`config.mk`:
```
export PLATFORM = sky130hd
export DESIGN_NAME = wb_sha1_msg_fifo
export DESIGN_NICKNAME = d
export VERILOG_FILES = /design/src/rtl/wb_sha1_msg_fifo.sv
export SDC_FILE = /design/constraint.sdc
export NUM_CORES = 1
export LEC_CHECK = 0
export CAP_MARGIN = 10
export CORE_UTILIZATION = 55
export DETAILED_ROUTE_END_ITERATION = 10
export PLACE_DENSITY_LB_ADDON = 0.08
export REMOVE_ABC_BUFFERS = 1
export SLEW_MARGIN = 20
export SYNTH_ARGS = -nofsm -noshare
export SYNTH_HDL_FRONTEND = slang
export SYNTH_SLANG_ARGS = --single-unit
export TNS_END_PERCENT = 5
```
`constraint.sdc`:
```
create_clock -name wb_clk_i -period 3.2 [get_ports wb_clk_i]
set_input_delay 0.96 -clock wb_clk_i [delete_from_list [all_inputs] [get_ports wb_clk_i]]
set_output_delay 0.96 -clock wb_clk_i [all_outputs]
set_load 0.02 [all_outputs]
```
`src/rtl/wb_sha1_msg_fifo.sv`:
```
`default_nettype none
// ============================================================================
// Module   : wb_sha1_msg_fifo
// Purpose  : Wishbone slave message buffer feeding the SHA-1 core. Firmware
//            pushes 32-bit words into a DEPTH-entry FIFO. The words stream out
//            over a valid/ready port, and every 16th word is flagged block-last.
//            Registers: +0x0 DATA (W), +0x4 STATUS (R), +0x8 CTRL (W).
// Options  : define SHA1_MSG_IRQ_EN to enable the low-water interrupt (irq_o,
//            CTRL[2] / STATUS[19]); otherwise irq_o is tied low.
// Revision : 1.0 - initial release
// ============================================================================
module wb_sha1_msg_fifo #(
    parameter int unsigned DEPTH     = 16,
    parameter logic [31:0] BASE_ADDR = 32'h3000_0000,
    parameter int unsigned LOW_WATER = 4
) (
    input  logic        wb_clk_i,
    input  logic        wb_rst_n_i,
    input  logic        wbs_stb_i,
    input  logic        wbs_cyc_i,
    input  logic        wbs_we_i,
    input  logic [3:0]  wbs_sel_i,
    input  logic [31:0] wbs_adr_i,
    input  logic [31:0] wbs_dat_i,
    output logic        wbs_ack_o,
    output logic [31:0] wbs_dat_o,
    output logic        m_valid_o,
    output logic [31:0] m_data_o,
    output logic        m_last_o,
    input  logic        m_ready_i,
    output logic        irq_o
);

    localparam int unsigned     c_AW        = $clog2(DEPTH);
    localparam int unsigned     c_CW        = c_AW + 1;
    localparam logic [c_CW-1:0] c_DEPTH     = c_CW'(DEPTH);
    localparam logic [c_CW-1:0] c_LOW_WATER = c_CW'(LOW_WATER);
    localparam logic [1:0]      c_OFF_DATA   = 2'd0;
    localparam logic [1:0]      c_OFF_STATUS = 2'd1;
    localparam logic [1:0]      c_OFF_CTRL   = 2'd2;

    logic [31:0]     mem_q [DEPTH];
    logic [c_AW-1:0] wr_ptr_q, wr_ptr_d;
    logic [c_AW-1:0] rd_ptr_q, rd_ptr_d;
    logic [c_CW-1:0] count_q, count_d;
    logic [3:0]      idx_q, idx_d;
    logic            ovf_q, ovf_d;
    logic            ack_q;
    logic [31:0]     rdat_q, rdat_d;

    logic            w_hit, w_acc, w_empty, w_full;
    logic            w_push_req, w_push, w_pop, w_ctrl_wr, w_flush;
    logic [1:0]      w_off;
    logic            w_irq_en_stat;
    logic            w_unused;

`ifdef SHA1_MSG_IRQ_EN
    logic            irq_en_q, irq_en_d;
    logic            irq_q;
    assign w_irq_en_stat = irq_en_q;
    assign irq_o         = irq_q;
    assign w_unused      = ^{wbs_sel_i, wbs_adr_i[1:0]};
`else
    assign w_irq_en_stat = 1'b0;
    assign irq_o         = 1'b0;
    assign w_unused      = ^{wbs_sel_i, wbs_adr_i[1:0], c_LOW_WATER};
`endif

    // Bus decode; an access is accepted only in the cycle that raises ack.
    always_comb begin
        w_off      = wbs_adr_i[3:2];
        w_empty    = (count_q == '0);
        w_full     = (count_q == c_DEPTH);
        w_hit      = wbs_stb_i & wbs_cyc_i & (wbs_adr_i[31:4] == BASE_ADDR[31:4]);
        w_acc      = w_hit & ~ack_q;
        w_push_req = w_acc & wbs_we_i & (w_off == c_OFF_DATA);
        w_push     = w_push_req & ~w_full;   // full judged before any same-cycle pop
        w_ctrl_wr  = w_acc & wbs_we_i & (w_off == c_OFF_CTRL);
        w_flush    = w_ctrl_wr & wbs_dat_i[0];
        w_pop      = ~w_empty & m_ready_i;
    end

    // Next-state for pointers, occupancy, word index, flags and read data.
    always_comb begin
        wr_ptr_d = wr_ptr_q;
        rd_ptr_d = rd_ptr_q;
        count_d  = count_q;
        idx_d    = idx_q;
        ovf_d    = ovf_q;
        rdat_d   = 32'd0;
        if (w_flush) begin
            // Flush wins over a pop; a push cannot coincide since the bus is busy.
            rd_ptr_d = wr_ptr_q;
            count_d  = '0;
            idx_d    = 4'd0;
        end else begin
            if (w_pop) begin
                rd_ptr_d = rd_ptr_q + 1'b1;
                idx_d    = idx_q + 4'd1;
            end
            if (w_push) begin
                wr_ptr_d = wr_ptr_q + 1'b1;
            end
            count_d = count_q + {{c_AW{1'b0}}, w_push} - {{c_AW{1'b0}}, w_pop};
        end
        if (w_push_req & w_full) begin
            ovf_d = 1'b1;
        end
        if (w_ctrl_wr & wbs_dat_i[1]) begin
            ovf_d = 1'b0;
        end
        if (w_acc & ~wbs_we_i & (w_off == c_OFF_STATUS)) begin
            rdat_d[8:0] = 9'(count_q);
            rdat_d[16]  = w_empty;
            rdat_d[17]  = w_full;
            rdat_d[18]  = ovf_q;
            rdat_d[19]  = w_irq_en_stat;
        end
    end

    // Control/status registers with asynchronous reset.
    always_ff @(posedge wb_clk_i or negedge wb_rst_n_i) begin
        if (!wb_rst_n_i) begin
            wr_ptr_q <= '0;
            rd_ptr_q <= '0;
            count_q  <= '0;
            idx_q    <= 4'd0;
            ovf_q    <= 1'b0;
            ack_q    <= 1'b0;
            rdat_q   <= 32'd0;
        end else begin
            wr_ptr_q <= wr_ptr_d;
            rd_ptr_q <= rd_ptr_d;
            count_q  <= count_d;
            idx_q    <= idx_d;
            ovf_q    <= ovf_d;
            ack_q    <= w_acc;
            rdat_q   <= rdat_d;
        end
    end

`ifdef SHA1_MSG_IRQ_EN
    // Interrupt enable and level interrupt, evaluated against next occupancy.
    always_comb begin
        irq_en_d = irq_en_q;
        if (w_ctrl_wr) begin
            irq_en_d = wbs_dat_i[2];
        end
    end

    // Low-water interrupt register.
    always_ff @(posedge wb_clk_i or negedge wb_rst_n_i) begin
        if (!wb_rst_n_i) begin
            irq_en_q <= 1'b0;
            irq_q    <= 1'b0;
        end else begin
            irq_en_q <= irq_en_d;
            irq_q    <= irq_en_d & (count_d <= c_LOW_WATER);
        end
    end
`endif

    // Message storage; contents need no reset.
    always_ff @(posedge wb_clk_i) begin
        if (w_push) begin
            mem_q[wr_ptr_q] <= wbs_dat_i;
        end
    end

    assign wbs_ack_o = ack_q;
    assign wbs_dat_o = rdat_q;
    assign m_valid_o = ~w_empty;
    assign m_data_o  = w_empty ? 32'd0 : mem_q[rd_ptr_q];
    assign m_last_o  = ~w_empty & (idx_q == 4'hF);

endmodule
`default_nettype wire

```
==> metrics.md, run 1 <==
| Metric | Value |
|---|---|
| CTS H-Tree Depth | 2 |
| Share of async-settable or async-resettable flops after synthesis | 0.0501 |
| Post-synthesis register bit count | 539 |
| Hold Violations, Final | 0 |
| Type of the worst setup path | reg -> out |
| DR pass1 iterations | 5 |
| Vias per cell | 5.88 |
| VDD IR-drop max | 484 uV |
| P per Cell Area | 805 mW/mm^2 |
| Worst-Skew Late Latency | 0.57 ns |
| Via count | 10.3k |
| Remaining antenna violation count | 0 |
| Total congestion overflow | 0 |
| Min Tclk post-route | 3.41 ns |
| Cell Area, Synth | 0.0211 sq mm |
| DRT iter0 DRCs | 785 |
| Avg Inst Size Synth | 22.0 sq um |
| Final setup fails | 34 |
| Total routed wirelength | 44,900 microns |
| Clock network power share | 0.276 |
| Violations in the final reports | setup timing |
| All-layer global routing usage | 0.237 |
| Combinational power share | 0.344 |
| # IOs | 142 |
| Critical Path Start | count_q[2] |
| Layout cells sized above 1 | 0.326 |
| Port bufs | 110 |
| Least-Margin Pin Slew | 0.564 ns |
| Rows | 71 |
| Crit end category | output pin |
| Clock Pin Slew Worst Setup and Hold Paths | 0.06 ns |
| CP required | 2.24 ns |
| Compound-Gate Fraction of Synth Area | 0.0117 |
| Setup WS pre-CTS | -0.673 ns |
| RR Startpoint | count_q[2] |
| P&R area growth vs syn | 22.6% |
| Leak Pwr | 8.81 nW |
| Routed length per instance | 25.5 microns |
| Type of origin of the critical path | flop |
| Sw Pwr | 5.99 mW |
| Switching share of power | 0.287 |
| Class of the tightest hold or removal check | reg -> reg |
| Die W | 198 microns |
| Post-layout util | 0.686 |
| Clock sink count | 539 |
| First-pass GRT wire length | 67,100 microns |
| Full die area | 0.0392 sq mm |
| Min-delay src | ovf_q |
| Initial antenna violation count | 0 |
| Vias in the first global route | 10.8k |
| Initial Utilization | 0.560 |
| Synth Area in XOR/XNOR | 0.00456 |
| Core area | 0.0378 sq mm |
| Dominant synthesized flop cell | edfxtp_1 |
| Diodes inserted | 0 |
| Tightest slew margin relative to the limit | 0.623 |
| Max_cap viols | 0 |
| Pin count of the biggest net entering global routing | 43 |
| Part of the power in registers | 0.380 |
| RSZ-0062 raised after global routing | true |
| Crit path DAT | 2.45 ns |
| Achievable frequency | 293 MHz |
| Distinct cells, synth | 42 |
| Synth Area in Adders | 0.00805 |
| Post-route design area | 0.0259 sq mm |
| Synth Area in Simple Gates | 0.0256 |
| Worst Slack Setup Final | -0.209 ns |
| Post-Synthesis Cells | 963 |
| Root Driver | clkbuf_16 |
| Post-synth EDFFs | 512 |
| Post-detail-place hpwl | 26,500 microns |
| DRC viols | 0 |
| Max-slew violation count | 0 |
| Synth warn | 0 |
| Post-synthesis sequential area ratio | 0.759 |
| Clk buf depth | 3 |
| Die Y | 198 microns |
| Area after DPL | 0.0240 sq mm |
| Status | complete, but fails checks |
| Global placer's final weighted congestion | 0.745 |
| Nets | 1,292 |
| Worst-path maximum fanout | 9 |
| Post-synthesis mux area share | 0.170 |
| Post-route clock period utilization | 1.07 |
| Skew final | 0.0206 ns |
| Internal | 14.9 mW |
| CTS tree | built |
| Number of buffers created by CTS | 53 |
| Pwr Total | 20.9 mW |
| Hold slack | 0.546 ns |
| Largest family of logic cells by synthesized area | multiplexers |
==> layout make-up <==
| cell class | instances | area, sq um |
|---|---|---|
| Sequential cell | 539 | 16100 |
| Fill cell | 2371 | 11800 |
| Multi-Input combinational cell | 365 | 4870 |
| Timing Repair Buffer | 235 | 2690 |
| Clock buffer | 68 | 1430 |
| Tap cell | 511 | 639 |
| Clock inverter | 29 | 183 |
| Inverter | 11 | 41.3 |
==> metrics by stage <==
| stage | std cells | TNS [ns] |
|---|---|---|
| after detailed placement | 1649 | -53.88 |
| after floorplan | 915 | -306.55 |
| after global routing | 1758 | -7.32 |
| after CTS | 1755 | -6.29 |
| final | 1758 | -4.37 |
| after global placement | 1649 | -51.18 |
==> power groups by stage <==
stage                     combinational, mW  sequential (mW)  clock (mW)
after floorplan                        3.39             8.62           0
after global placement                 6.78             8.11           0
after detailed placement               6.83             8.11           0
after CTS                              7.08             7.93        5.86
after global routing                   7.62             7.94        6.11
final                                  7.17             7.93        5.75
==> worst max-delay path: stages (launching register included) <==
cell	delay [ns]
dfrtp_1	0.40
inv_2	0.06
ha_2	0.18
or4b_4	0.54
nand2b_4	0.18
buf_12	0.17
o22ai_1	0.15
buf_2	0.21
==> layout by cell type, fill, tap and decap left out, drive strengths merged, types with 16 or more instances in the layout <==
cell type	n
and3	18
clkinv	24
dfrtp	27
mux2i	67
conb	25
buf	156
o22ai	32
mux4	128
edfxtp	512
clkbuf	70
nor4	16
clkdlybuf4s50	76
==> cell usage after synthesis, drive strengths merged, types with 2 or more instances <==
| master | count | area [sq um] |
|---|---|---|
| edfxtp | 512 | 15400 |
| mux4 | 128 | 2880 |
| mux2i | 67 | 671 |
| buf | 59 | 355 |
| o22ai | 32 | 200 |
| dfrtp | 27 | 676 |
| and3 | 18 | 113 |
| nor4 | 16 | 161 |
| clkbuf | 13 | 48.8 |
| ha | 12 | 150 |
| inv | 11 | 41.3 |
| nor2 | 8 | 30.0 |
| nand2 | 7 | 26.3 |
| xor2 | 7 | 61.3 |
| nand3 | 6 | 30.0 |
| nor2b | 6 | 37.5 |
| and2 | 4 | 25.0 |
| xnor2 | 4 | 35.0 |
| a21oi | 3 | 15.0 |
| mux2 | 3 | 33.8 |
| nand2b | 3 | 18.8 |
| nand4 | 3 | 31.3 |
| nor3 | 2 | 10.0 |
==> registers in the layout (all words and copies together), names as in the netlist <==
register	count
wr_ptr_q	4
idx_q	4
wbs_ack_o	1
ovf_q	1
wbs_dat_o	8
rd_ptr_q	4
mem_q	512
count_q	5
==> path summary, 6_finish.rpt <==
path,slack [ns],cells past startpoint,endpoint
max,-0.21,7,m_data_o[0]
min,0.55,1,wbs_dat_o[18]
max reg2reg,0.21,16,count_q[4]
min reg2reg,0.55,1,wbs_dat_o[18]
max in group asynchronous,2.12,2,rd_ptr_q[1]
min in group asynchronous,0.78,2,wbs_dat_o[4]
==> layer usage <==
metal,vias to the layer above,global-route usage,routed length (microns)
li1,4469,-,-
met5,-,0,0
met1,5449,0.338,18900
met4,0,0.0635,847
met2,360,0.389,22600
met3,59,0.0329,2530
==> timing repair <==
item                       4_1_cts  5_1_grt
setup endpoints to repair       35       36
gates resized for setup        163       23
pin swaps                        4        7
gates cloned                     4        2
hold buffers                     0        0
buffers inserted                 5        2
==> logic make-up after synthesis <==
family,count (synthesis)
muxes,198
xor gates and xnor gates,11
DFF,539
other,1
AOI/OAI and AO/OA,39
and+or+nand+nor,79
buffers and inverters,83
adders and majority gates,13
No activity file was read; power rests on OpenSTA's default activity.
==> run 2: changes to the inputs <==
--- a/config.mk
+++ b/config.mk
@@ -8,2 +8,3 @@
 export CAP_MARGIN = 10
+export CORE_ASPECT_RATIO = 0.9
 export CORE_UTILIZATION = 55
--- a/constraint.sdc
+++ b/constraint.sdc
@@ -3,2 +3,2 @@
 set_output_delay 0.96 -clock wb_clk_i [all_outputs]
-set_load 0.02 [all_outputs]
+set_load 0.005 [all_outputs]
==> run 2 against run 1 <==
Critical path type unchanged. The run still ends with setup timing left. Clock power increased by 18%. Largest cell class unchanged. Hold slack got worse by 0.016 ns. Critical path depth increased by 2.
==> metrics.md, run 2 (same netlist as run 1, synthesis figures left out) <==
| Metric | Value |
|---|---|
| CTS H-Tree Depth | 2 (unchanged) |
| Class of the tightest hold or removal check | reg -> reg |
| Full die area | 0.0392 sq mm (about the same) |
| Pwr Total | 21.8 mW (+4.4%) |
| CP max stage cell | dfrtp_4 |
| Number of buffers created by CTS | 53 (unchanged) |
| Worst Slack Setup Final | -0.354 ns (-0.145 ns) |
| Crit end category | output pin |
| Max-slew violation count | 0 (unchanged) |
| Worst-path cell chain | buf_12, buf_16, buf_12, buf_8, buf_6, mux4_2, mux2i_1, o22ai_1, buf_2 |
| DRT iter0 DRCs | 791 (+0.76%) |
| Max reg flops | 512 (unchanged) |
| Status | complete, but fails checks |
| DRC viols | 0 (unchanged) |
| Min Tclk post-route | 3.55 ns (+0.145 ns) |
| Vias per cell | 6.01 (+2.3%) |
| Register with the most flip-flops | mem_q |
| Most frequent CP cell | buf_12 |
| Skew final | 0.0252 ns (+0.00463 ns) |
| Vias in the first global route | 10.7k (-0.78%) |
| Global placer's final weighted congestion | 0.770 (+3.4%) |
| Worst-path maximum fanout | 6 (-3) |
| Clock sink count | 539 (unchanged) |
| Final setup fails | 32 (-5.9%) |
| Root Driver | clkbuf_16 |
| Max_cap viols | 0 (unchanged) |
| Post-route clock period utilization | 1.11 (+0.0453) |
| Cts hold-fix bufs | 0 (unchanged) |
| Post-detail-place hpwl | 25,200 microns (-4.7%) |
| CP required | 2.24 ns (about the same) |
| P per Cell Area | 822 mW/mm^2 (+2.2%) |
| Port bufs | 110 (unchanged) |
| Least-Margin Pin Slew | 0.606 ns (+0.0419 ns) |
| M2 GR Usage | 0.391 (+0.00190) |
| Crit path DAT | 2.59 ns (+0.14 ns) |
| Routed length per instance | 26.4 microns (+3.3%) |
| Die Y | 188 microns (-5.1%) |
| VDD IR-drop max | 469 uV (-3.0%) |
| P&R area growth vs syn | 25.2% |
| Violations in the final reports | setup timing |
| Leak Pwr | 9.05 nW (+2.6%) |
| Via count | 10.4k (+0.25%) |
| # IOs | 142 (unchanged) |
| Met1 usage | 0.339 (+0.000898) |
| RSZ-0062 raised after global routing | true |
| Rows | 67 (-5.6%) |
| R2r setup slk | 0.17 ns (-0.04 ns) |
| Die W | 209 microns (+5.4%) |
| M3 GR Usage | 0.0385 (+0.00565) |
| All-layer global routing usage | 0.238 (+0.00110) |
| Clock Pin Slew Worst Setup and Hold Paths | 0.06 ns (about the same) |
| Diodes inserted | 0 (unchanged) |
| Worst Path Buf+Inv | 6 (+3) |
| Nets | 1,285 (-0.54%) |
| CTS tree | built |
| Core area | 0.0376 sq mm (-0.53%) |
| CP top delay family | buffers and inverters |
| Post-route design area | 0.0265 sq mm (+2.1%) |
| GRT busiest layer | met2 |
| Total routed wirelength | 45,500 microns (+1.3%) |
| DR pass1 iterations | 5 (unchanged) |
| Pin count of the biggest net entering global routing | 36 (-16%) |
| Total congestion overflow | 0 (unchanged) |
| Clk buf depth | 3 (unchanged) |
| Commonest non-fill, non-tap cell in the layout | edfxtp_1 |
| Area after DPL | 0.0239 sq mm (-0.64%) |
| Max incr delay on CP | 0.50 ns (-0.04 ns) |
| Layout cells sized above 1 | 0.338 (+0.0115) |
| Hold Violations, Final | 0 (unchanged) |
| Initial antenna violation count | 0 (unchanged) |
| Remaining antenna violation count | 0 (unchanged) |
| Fin Setup TNS | -7.01 ns (-2.64 ns) |
| Initial Utilization | 0.563 (+0.00297) |
| Achievable frequency | 281 MHz (-4.1%) |
| Commonest non-fill, non-tap cells in the layout | 512 x edfxtp_1, 128 x mux4_2, 76 x clkdlybuf4s50_1 |
| First-pass GRT wire length | 67,100 microns (about the same) |
| Type of the worst setup path | reg -> out |
| Worst-Skew Late Latency | 0.60 ns (+0.03 ns) |
| Tightest slew margin relative to the limit | 0.595 (-0.0280) |
| Type of origin of the critical path | flop |
-- run 2: path summary, 6_finish.rpt --
kind | from | endpoint | cells past startpoint
hold / removal | ovf_q | wbs_dat_o[18] | 1
max in group asynchronous | wb_rst_n_i | rd_ptr_q[1] | 2
setup reg to reg | count_q[2] | count_q[4] | 15
hold reg to reg | ovf_q | wbs_dat_o[18] | 1
min in group asynchronous | wb_rst_n_i | wbs_ack_o | 2
setup / recovery | rd_ptr_q[0] | m_data_o[26] | 9
-- run 2: timing repair --
action | CTS | global route
endpoints found under the setup margin | 35 | 34
hold endpoints to repair | 0 | 0
pin swaps | 18 | 7
cloned | 8 | 1
buffers inserted | 22 | 4
resized for setup | 134 | 33
-- run 2: layout make-up --
cell class / instances / area [sq um]
Clock buffer: 61 / 1370
Fill cell: 2271 / 11100
Timing Repair Buffer: 228 / 2940
Inverter: 11 / 41.3
Tap cell: 483 / 604
Multi-Input combinational cell: 365 / 4900
Sequential cell: 539 / 16100
Clock inverter: 36 / 547
-- run 2: routing by layer --
metal / vias up / share of wire
li1: 4459 / -
met1: 5560 / 0.44
met2: 283 / 0.49
met3: 61 / 0.046
met4: 0 / 0.018
met5: - / 0
-- run 2: stage by stage --
stage	setup WS, ns	hold slack [ns]	instances	utilization
floorplan	-3.68	0.477	915	-
global placement	-0.599	0.518	1592	0.636
detailed placement	-0.653	0.507	1592	0.636
CTS	-0.397	0.534	1718	0.705
global route	-0.434	0.558	1723	0.705
finish	-0.354	0.530	1723	0.705
-- run 2: power breakdown --
group | total, mW | internal [mW] | leakage (nW) | switching, mW
clock | 6.77 | 4.19 | 0.939 | 2.57
combinational | 7.07 | 3.98 | 3.17 | 3.08
sequential | 7.93 | 7.82 | 4.94 | 0.107
total | 21.8 | 16.0 | 9.05 | 5.77
==> run 3: changes to the inputs <==
- SETUP_SLACK_MARGIN: unset -> 0.4
- SKIP_CTS_REPAIR_TIMING: unset -> 1
==> run 3 against run 2 <==
The flow still finishes with violations (setup timing). Total power up 1.4%. Cell count rose by 1.6%. Critical endpoint is now m_data_o[25]. Highest routed layer unchanged. Largest power group unchanged. Critical path type unchanged. Worst setup slack got worse by 0.029 ns. Clock power hardly changed. Register-to-register slack improved by 0.04 ns. Fmax decreased by 0.82%. Cell area up 1.1%.
==> metrics.md, run 3 (same netlist as run 1, synthesis figures left out) <==
| Metric | Value |
|---|---|
| Core area | 0.0376 sq mm (unchanged) |
| RSZ-0062 raised after global routing | true |
| Skew final | 0.0186 ns (-0.00664 ns) |
| DR pass1 iterations | 5 (unchanged) |
| Initial Utilization | 0.563 (unchanged) |
| Post-detail-place hpwl | 25,200 microns (unchanged) |
| Layout cells sized above 1 | 0.352 (+0.0138) |
| Initial antenna violation count | 0 (unchanged) |
| All-layer global routing usage | 0.228 (-0.00998) |
| CTS H-Tree Depth | 2 (unchanged) |
| Clock Pin Slew Worst Setup and Hold Paths | 0.06 ns (about the same) |
| Commonest non-fill, non-tap cells in the layout | 512 x edfxtp_1, 128 x mux4_2, 66 x clkdlybuf4s50_1 |
| Violations in the final reports | setup timing |
| Status | complete, but fails checks |
| Setup WS pre-CTS | -0.653 ns (unchanged) |
| Nets | 1,313 (+2.2%) |
| P&R area growth vs syn | 26.6% |
| P per Cell Area | 825 mW/mm^2 (+0.29%) |
| Total congestion overflow | 0 (unchanged) |
| Global placer's final weighted congestion | 0.770 (unchanged) |
| # IOs | 142 (unchanged) |
| Die W | 209 microns (unchanged) |
| Fin Setup TNS | -8.07 ns (-1.06 ns) |
| CTS tree | built |
| Worst Slack Setup Final | -0.384 ns (-0.0295 ns) |
| DRC viols | 0 (unchanged) |
| VDD IR-drop max | 468 uV (-0.31%) |
| Max-slew violation count | 0 (unchanged) |
| Max_cap viols | 0 (unchanged) |
| Rows | 67 (unchanged) |
| Worst-Skew Late Latency | 0.60 ns (about the same) |
| Pwr Total | 22.1 mW (+1.4%) |
| DRT iter0 DRCs | 884 (+12%) |
| CP required | 2.24 ns (about the same) |
| Root Driver | clkbuf_16 |
| First-pass GRT wire length | 64,600 microns (-3.7%) |
| Routed length per instance | 26.4 microns (+0.16%) |
| Die Y | 188 microns (unchanged) |
| Post-route clock period utilization | 1.12 (+0.00921) |
| Hold slack | 0.530 ns (+0.000929 ns) |
| Port bufs | 110 (unchanged) |
| Critical Path Start | rd_ptr_q[0] |
| Class of the tightest hold or removal check | reg -> reg |
| Min-delay src | ovf_q |
| RR Startpoint | count_q[2] |
| Leak Pwr | 9.35 nW (+3.4%) |
| Least-Margin Pin Slew | 0.627 ns (+0.0217 ns) |
| Full die area | 0.0392 sq mm (unchanged) |
| Vias per cell | 5.94 (-1.2%) |
| Type of the worst setup path | reg -> out |
| Crit path DAT | 2.62 ns (+0.03 ns) |
| Worst-path maximum fanout | 8 (+2) |
| Post-layout util | 0.713 (+0.00800) |
| Vias in the first global route | 10.5k (-2.3%) |
| Tightest slew margin relative to the limit | 0.581 (-0.0145) |
| Pin count of the biggest net entering global routing | 36 (unchanged) |
| Final setup fails | 32 (unchanged) |
| Crit end category | output pin |
| Diodes inserted | 0 (unchanged) |
| Via count | 10.4k (+0.42%) |
| Total routed wirelength | 46,300 microns (+1.8%) |
| Register with the most flip-flops | mem_q |
| Clk buf depth | 3 (unchanged) |
| Type of origin of the critical path | flop |
| Min Tclk post-route | 3.58 ns (+0.0295 ns) |
| Remaining antenna violation count | 0 (unchanged) |
| Number of buffers created by CTS | 53 (unchanged) |
| Commonest non-fill, non-tap cell in the layout | edfxtp_1 |
| Hold Violations, Final | 0 (unchanged) |
| Max reg flops | 512 (unchanged) |
| Achievable frequency | 279 MHz (-0.82%) |
| Clock sink count | 539 (unchanged) |
run 3: cell types whose count changed in the layout (fill, tap and decap cells not counted), moves of 3 or more:
cell | before | now
buf_12 | 64 | 60
buf_16 | 9 | 4
buf_2 | 8 | 3
buf_4 | 30 | 60
clkbuf_16 | 54 | 62
clkbuf_2 | 23 | 19
clkdlybuf4s50_1 | 76 | 66
dlymetal6s2s_1 | 0 | 22
mux2i_1 | 56 | 53
mux2i_2 | 10 | 13
run 3: area by class of cell:
class	instances	area, sq um
inverter	11	41.3
clock inverter	36	547
sequential	539	16100
timing repair buffer	256	3190
fill	2236	10800
multi-input combinational	365	4950
clock buffer	61	1370
tap	483	604
run 3: power by group:
part	internal [mW]	switching, mW
Clock	4.19	2.58
Combinational	4.19	3.16
Sequential	7.82	0.138
Total	16.2	5.87
run 3: critical path: stages, from the launching register on:
cell and delay [ns]:
dfrtp_4 0.55, buf_12 0.17, buf_16 0.15, buf_12 0.13, buf_12 0.12, buf_12 0.12
mux4_2 0.42, mux2i_1 0.15, o22ai_1 0.09, buf_2 0.13
run 3: metal layers:
metal  global-route usage  share of wire
met1                0.326           0.44
met2                0.373           0.49
met5                    0              0
met4               0.0523          0.018
met3               0.0392          0.048
run 3: per-stage QoR:
step	cell area [sq um]	std cells
after floorplan	20800	915
after global placement	23900	1592
after detailed placement	23900	1592
after CTS	25800	1689
after global routing	26800	1751
final	26800	1751
run 3: worst paths after layout:
path / depth (start not counted) / endpoint / slack (ns)
min: 1 / wbs_dat_o[18] / 0.53
min reg2reg: 1 / wbs_dat_o[18] / 0.53
max: 9 / m_data_o[25] / -0.38
max in group asynchronous: 2 / rd_ptr_q[1] / 2.16
min in group asynchronous: 2 / idx_q[0] / 0.75
max reg2reg: 17 / count_q[4] / 0.21
